$ cat config.mk
export PLATFORM = sky130hd
export DESIGN_NAME = pmem_arbiter
export DESIGN_NICKNAME = d
export VERILOG_FILES = /design/src/rtl/pmem_arbiter.sv
export SDC_FILE = /design/constraint.sdc
export NUM_CORES = 1
export LEC_CHECK = 0
export ABC_AREA = 1
export CORE_AREA = 2 2 549 551
export DETAILED_ROUTE_END_ITERATION = 7
export DIE_AREA = 0 0 551 553
export PLACE_DENSITY = 0.3
export SYNTH_ARGS = -nofsm -noshare
export SYNTH_HDL_FRONTEND = slang
export SYNTH_SLANG_ARGS = --single-unit
$ cat constraint.sdc
create_clock -name clk -period 4.9 [get_ports clk]
set_input_delay 0.735 -clock clk [delete_from_list [all_inputs] [get_ports clk]]
set_output_delay 0.735 -clock clk [all_outputs]
set_load 0.02 [all_outputs]
$ cat src/rtl/pmem_arbiter.sv
`default_nettype none
// ----------------------------------------------------------------------------
// pmem_arbiter : round-robin icache/dcache arbiter onto one line-wide pmem port
// rev 1.0
// ----------------------------------------------------------------------------
module pmem_arbiter #(
  parameter int ADDR_W   = 32,
  parameter int LINE_W   = 256,
  parameter int OFFSET_W = 5
) (
  input  logic              clk,
  input  logic              rst_n,

  input  logic              i_read,
  input  logic [ADDR_W-1:0] i_address,
  output logic [LINE_W-1:0] i_rdata,
  output logic              i_resp,

  input  logic              d_read,
  input  logic              d_write,
  input  logic [ADDR_W-1:0] d_address,
  input  logic [LINE_W-1:0] d_wdata,
  output logic [LINE_W-1:0] d_rdata,
  output logic              d_resp,

  output logic              pmem_read,
  output logic              pmem_write,
  output logic [ADDR_W-1:0] pmem_address,
  output logic [LINE_W-1:0] pmem_wdata,
  input  logic [LINE_W-1:0] pmem_rdata,
  input  logic              pmem_resp,
  input  logic              pm_error,
  output logic              arb_error
);

  typedef enum logic [1:0] {
    S_IDLE   = 2'd0,
    S_I_XFER = 2'd1,
    S_D_XFER = 2'd2,
    S_RESP   = 2'd3
  } state_t;

  localparam logic [OFFSET_W-1:0] C_OFFSET_ZERO = '0;

  state_t            state_q;
  logic              last_d_q;
  logic              pmem_read_q;
  logic              pmem_write_q;
  logic [ADDR_W-1:0] pmem_address_q;
  logic [LINE_W-1:0] pmem_wdata_q;
  logic [LINE_W-1:0] i_rdata_q;
  logic [LINE_W-1:0] d_rdata_q;
  logic              i_resp_q;
  logic              d_resp_q;
  logic              arb_error_q;

  logic              w_i_req;
  logic              w_d_req;
  logic              w_grant_d;
  logic              w_unused_offset_bits;

  assign w_i_req   = i_read;
  assign w_d_req   = d_read | d_write;
  // On a tie the client not granted last time wins; last_d_q resets high so icache wins first.
  assign w_grant_d = w_d_req & (~w_i_req | ~last_d_q);

  assign w_unused_offset_bits = ^{i_address[OFFSET_W-1:0], d_address[OFFSET_W-1:0]};

  always_ff @(posedge clk or negedge rst_n) begin
    if (!rst_n) begin
      state_q        <= S_IDLE;
      last_d_q       <= 1'b1;
      pmem_read_q    <= 1'b0;
      pmem_write_q   <= 1'b0;
      pmem_address_q <= '0;
      pmem_wdata_q   <= '0;
      i_rdata_q      <= '0;
      d_rdata_q      <= '0;
      i_resp_q       <= 1'b0;
      d_resp_q       <= 1'b0;
      arb_error_q    <= 1'b0;
    end else begin
      case (state_q)
        S_IDLE: begin
          if (w_i_req || w_d_req) begin
            last_d_q <= w_grant_d;
            if (w_grant_d) begin
              state_q        <= S_D_XFER;
              pmem_address_q <= {d_address[ADDR_W-1:OFFSET_W], C_OFFSET_ZERO};
              pmem_write_q   <= d_write;
              pmem_read_q    <= ~d_write;
              if (d_write) begin
                pmem_wdata_q <= d_wdata;
              end
              // Conflicting dcache strobes: the writeback wins and the conflict is flagged.
              if (d_read && d_write) begin
                arb_error_q <= 1'b1;
              end
            end else begin
              state_q        <= S_I_XFER;
              pmem_address_q <= {i_address[ADDR_W-1:OFFSET_W], C_OFFSET_ZERO};
              pmem_read_q    <= 1'b1;
            end
          end
        end

        S_I_XFER, S_D_XFER: begin
          if (pm_error) begin
            arb_error_q <= 1'b1;
          end
          if (pmem_resp) begin
            pmem_read_q  <= 1'b0;
            pmem_write_q <= 1'b0;
            state_q      <= S_RESP;
            if (state_q == S_I_XFER) begin
              i_rdata_q <= pmem_rdata;
              i_resp_q  <= 1'b1;
            end else begin
              if (pmem_read_q) begin
                d_rdata_q <= pmem_rdata;
              end
              d_resp_q <= 1'b1;
            end
          end
        end

        S_RESP: begin
          i_resp_q <= 1'b0;
          d_resp_q <= 1'b0;
          state_q  <= S_IDLE;
        end

        default: begin
          state_q <= S_IDLE;
        end
      endcase
    end
  end

  assign i_rdata      = i_rdata_q;
  assign i_resp       = i_resp_q;
  assign d_rdata      = d_rdata_q;
  assign d_resp       = d_resp_q;
  assign pmem_read    = pmem_read_q;
  assign pmem_write   = pmem_write_q;
  assign pmem_address = pmem_address_q;
  assign pmem_wdata   = pmem_wdata_q;
  assign arb_error    = arb_error_q;

  a_strobes_exclusive: assert property (
    @(posedge clk) disable iff (!rst_n) !(pmem_read_q && pmem_write_q)
  );

endmodule
`default_nettype wire
**After elaboration in Yosys (flattened, before gate mapping)**

Cells that the tools add are included.

- $add $sub $neg: 0
- Multipliers: 0
- Divide/modulo/power cells: 0
- Order comparisons: 0
- Equal/unequal tests: 10
- Shift-type cells: 0
- Multiplexer cells: 23
- Bitwise gates (word level): 7
- Reduce and logical (&&, ||, !) cells: 16

Operators by type and width:

| kind | count |
|---|---|
| $mux W32 | 1 |
| $ne A2 B2 Y1 const B | 7 |
| $mux W1 | 13 |
| $reduce_and A3 Y1 | 4 |
| $reduce_and A4 Y1 | 3 |
| $pmux W1 S2 | 5 |
| $mux W2 | 3 |
| $pmux W2 S3 | 1 |
| $reduce_and A5 Y1 | 1 |
| $eq A2 B2 Y1 const B | 2 |
| $not A1 Y1 | 4 |
| $reduce_and A2 Y1 | 2 |
| $reduce_bool A2 Y1 | 2 |
| $eq A2 B1 Y1 const B | 1 |
| $logic_not A2 Y1 | 1 |
| $or A1 B1 Y1 | 2 |
| $reduce_or A2 Y1 | 1 |
| $and A1 B1 Y1 | 1 |
| $logic_and A1 B1 Y1 | 1 |
| $logic_or A1 B1 Y1 | 1 |

- Bits in registers: 808
- Latch bits: 0
- RAM bits: 0
- ROM bits: 0
- Input port bits: 583
- Output and inout bits: 805
- Word-level logic and storage cells: 67
- Memories: 0

**Longest topological paths before layout**

- Depth after elaboration: 6
- Mapped depth: 9
- Gate-level depth less buffers: 9

**Least setup slack after synthesis**

Ideal clock, no wire load.

- Kind: register -> register
- Start point: register state_q[0]
- End point: register d_rdata_q[241] (netlist: d_rdata[241])
- Setup time: 0.118 ns
- Arrival time: 1.470 ns
- Required time: 4.782 ns
- Slack: 3.312 ns
- Cell stages (with the launch flop): 10
- Cells stage by stage: dfrtp_1 inv_1 ha_1 nand2_1 inv_2 nand3_4 buf_6 buf_4 nand2_1 o21ai_2

- Longest elaborated chain between the ends: 3

Ends and longest elaborated chain:

| item | RTL line | RTL |
|---|---|---|
| from (decl) | 45 | `state_t state_q;` |
| from (signal assigned) | 71 | `state_q <= S_IDLE;` |
| from (signal assigned) | 88 | `state_q <= S_D_XFER;` |
| from (signal assigned) | 100 | `state_q <= S_I_XFER;` |
| $eq A2 B1 Y1 or $eq A2 B2 Y1 (tied branches) | 83, 115 |  |
| $reduce_or A2 Y1 or $not A1 Y1 (tied branches) | - |  |
| $reduce_and A4 Y1 (no source line) * | - |  |
| to (signal assigned) | 120 | `d_rdata_q <= pmem_rdata;` |
| to (decl) | 52 | `logic [LINE_W-1:0] d_rdata_q;` |

Mark *: on every way between the ends. The rest lies on a longest branch, timed or not.
A chain may end at the register's enable or synchronous reset.

**Worst setup path after layout**

- Start point: register pmem_read_q (netlist: pmem_read)
- End point: output pmem_read

RTL lines:

| item | RTL line | RTL |
|---|---|---|
| from (decl) | 47 | `logic pmem_read_q;` |
| from (signal assigned) | 91 | `pmem_read_q <= ~d_write;` |
| to (decl) | 26 | `output logic pmem_read,` |

No word-level cell between the ends.

==> summary.md <==
| Metric | Value |
|---|---|
| Worst slack, placed | `between 1.5 and 2 ns` |
| Slowest-stage cell, CP | `clkdlybuf4s50_1` |
| Worst min-delay path category | `primary input to flip-flop` |
| Cell taking the most area after synthesis | `dfrtp_1` |
| NumNets Final | `between 5k and 6k` |
| Gpl congestion | `around 0.9` |
| Max Cap Violations | `0` |
| Die area | `between 0.3 and 0.4 sq mm` |
| Count of final setup violators | `0` |
| Fmax achieved | `320 MHz` |
| Status | `completed` |
| Pwr dens | `704 mW/mm^2` |
| Vias per cell | `roughly 3.2` |
| Clk Latency, worst-skew pair | `0.87 ns` |
| Worst setup EP type | `primary output` |
| CP Data Arrival Time | `2.39 ns` |
| DRT Pass-1 Iters | `5` |
| Top-area cell type share of the netlist area | `between 60% and 70%` |
| Final period util | `between 60% and 70%` |
| Crit Path Max Fanout | `3` |
| Aggregate routed wire length | `around 200 mm` |
| WL/cell | `~24 um` |
| Chip width | `about 550 um` |
| Max-slew violation count | `0` |
| Detailed Place HPWL | `~170 mm` |
| Port Buf Inserts | `around 1.4k` |
| Main synth FF type | `dfrtp_1` |
| IO Pins | `1388` |
| Startpoint types | `flip-flop` |
| Ys async rst share | `100%` |
| Final core occ | `17.8%` |
| Largest delay contributor family on the critical path | `buffers and inverters` |
| Final period demand of the worst path | `approximately 3.1 ns` |
| Most frequent cell after synthesis | `nand2_1` |
| Clk buf depth | `4` |
| CTS Buf Count | `115` |
| Post-synthesis average cell area | `9.67 sq um` |
| Vert. Die Dim | `553 um` |
| Overflow after GRT | `0` |
| Proportion of layout cells with a drive suffix above 1 | `under 10%` |
| Worst Path Class, Setup | `flip-flop to primary output` |
| Routed Antenna Nets | `0` |
| Worst Path Buf+Inv | `1` |
| Row count | `about 200` |
| Synth Area in XOR/XNOR | `0%` |
| Setup_tns | `0 ns` |
| Core Box Area | `approximately 0.30 sq mm` |
| Cell area after synthesis | `about 0.031 sq mm` |
| Post-Synth Adder-Cell Area | `less than 1%` |
| Crit path largest cell delay | `1.08 ns` |
| First-pass GRT wire length | `between 200 and 300 mm` |
| CP Cell Sequence | `clkdlybuf4s50_1` |
| Mux contribution to synthesized area | `0%` |
| TritonCTS clock tree | `built` |
| Synth Area in Compound Gates | `approximately 14%` |
| Largest net degree at the start of global routing | `125` |
| Largest family of logic cells by synthesized area | `compound AO/OA/AOI/OAI gates` |
| Worst VDD drop | `approximately 0.00029 V` |
| Setup WS post-layout | `between 1.5 and 2 ns` |
| Clk_skew | `around 0.079 ns` |
| Yosys cell types | `25` |
| Initial antenna violation count | `153` |
| Clock Sinks | `803` |
| Drt initial violations | `~1.5k` |
| Post-CTS Setup Bufs | `0` |
| Post-route non-filler standard cell count | `about 8.7k` |
| Via count | `27.3k` |
| Gr usage total | `a little over an eighth` |
| Static Leak | `0.0240 uW` |
| Initial core utilization | `between 10% and 20%` |
| Vias in the first global route | `about 28k` |
| Hold Fails Final Rpt | `0` |
| Post-synth EDFFs | `0` |
| Synth cell count leaders | `nand2_1 (871), dfrtp_1 (802), inv_1 (551), o21ai_0 (341), o21ai_1 (340)` |
| Setup repair after global routing missed its margin | `no` |
| Max-slew headroom | `38.3%` |
| Depth of the CTS H-tree | `3` |
| Root Driver | `clkbuf_16` |
| Cells after synthesis | `3234` |
| Post-route DRC | `0` |
| Post-Synth Simple-Gate Area | `between 10% and 20%` |
| Area contributors post-synth | `dfrtp_1 (64%), nand2_1 (10%), inv_1 (6.6%)` |
| Seq/Total Area, Yosys | `roughly 64%` |
| Clk slew on worst S/H paths | `~0.06 ns` |
| CP required | `approximately 4.2 ns` |
| Layout Area Growth over Synthesis | `70.5%` |
| DP Cell Count | `roughly 8.4k` |
| Worst-margin pin slew | `0.925 ns` |
| Number of synthesized register bits | `approximately 800` |
| Yosys Warn Count | `0` |
## routing by layer
layer	vias up	routed length [um]	track usage, %
li1	12800	-	-
met1	12800	76000	14.0
met2	1176	93800	21.5
met3	349	30700	8.71
met4	126	3700	2.26
met5	-	797	0
## registers in the layout, summed over array words and instances, names as in the netlist, 2 cells and up
| register | cells |
|---|---|
| i_rdata | 256 |
| state_q | 2 |
| d_rdata | 256 |
| pmem_wdata | 256 |
| pmem_address | 27 |
## where the power goes
part / total [uW] / switching [uW] / leakage (uW) / internal, uW
sequential: 11600 / 1940 / 0.0101 / 9650
clock: 8590 / 3470 / 0.00189 / 5110
combinational: 17400 / 10400 / 0.0120 / 7000
## kinds of logic after synthesis
| group | Yosys count |
|---|---|
| buffers and inverters | 738 |
| AO/OA/AOI/OAI | 805 |
| other | 1 |
| AND/OR/NAND/NOR | 882 |
| flip-flops | 803 |
| adder cells (fa/ha/maj) | 5 |
## final timing paths
path | slack (ns) | endpoint | start | depth (start not counted)
max | 1.78 | pmem_read | pmem_read$_DFFE_PN0P_ | 1
min | 0.41 | pmem_wdata[57]$_DFFE_PN0P_ | d_wdata[57] | 3
max reg2reg | 2.01 | d_rdata[107]$_DFFE_PN0P_ | state_q[0]$_DFFE_PN0P_ | 8
min reg2reg | 0.48 | pmem_address[29]$_DFFE_PN0P_ | pmem_address[29]$_DFFE_PN0P_ | 2
max in group asynchronous | 3.19 | i_rdata[48]$_DFFE_PN0P_ | rst_n | 4
min in group asynchronous | 0.50 | pmem_wdata[18]$_DFFE_PN0P_ | rst_n | 2
## timing repair
item	in CTS	in global routing
gates resized for setup	0	0
hold endpoints to repair	46	0
hold buffers	1	0
## layout by cell type (no fill, tap or decap), drive strengths merged
cell	synthesis	layout
buf	136	49
or2	1	1
inv	554	560
dfstp	1	1
ha	5	5
clkdlybuf4s50	0	1371
nand3b	1	1
dfrtp	802	802
nand3	5	5
o211ai	27	27
o21ai	774	774
a21oi	3	3
clkinv	0	19
clkinvlp	0	3
bufinv	0	5
clkbuf	48	177
dlygate4sd3	0	1
nor2	3	3
conb	1	5
a21boi	1	1
nand2	872	872
diode	0	31
## through the flow
| step | hold slack [ns] | total power [uW] | area, sq um |
|---|---|---|---|
| CTS | 0.306 | 38500 | 53200 |
| floorplan | 0.439 | 18900 | 31300 |
| finish | 0.406 | 37500 | 53300 |
| global route | 0.353 | 39900 | 53200 |
| global placement | 0.464 | 29400 | 49400 |
| detailed placement | 0.464 | 29400 | 49400 |
## layout make-up
| class | count | area (sq um) |
|---|---|---|
| diodes | 31 | 77.6 |
| clock buffers | 177 | 3460 |
| clock inverters | 33 | 373 |
| fillers | 33400 | 245000 |
| inverters | 554 | 2080 |
| multi-input cells | 1697 | 7900 |
| flip-flops and latches | 803 | 20100 |
| well taps | 3958 | 4950 |
| repair buffers | 1421 | 14400 |
(Power assumes the default switching activity.)
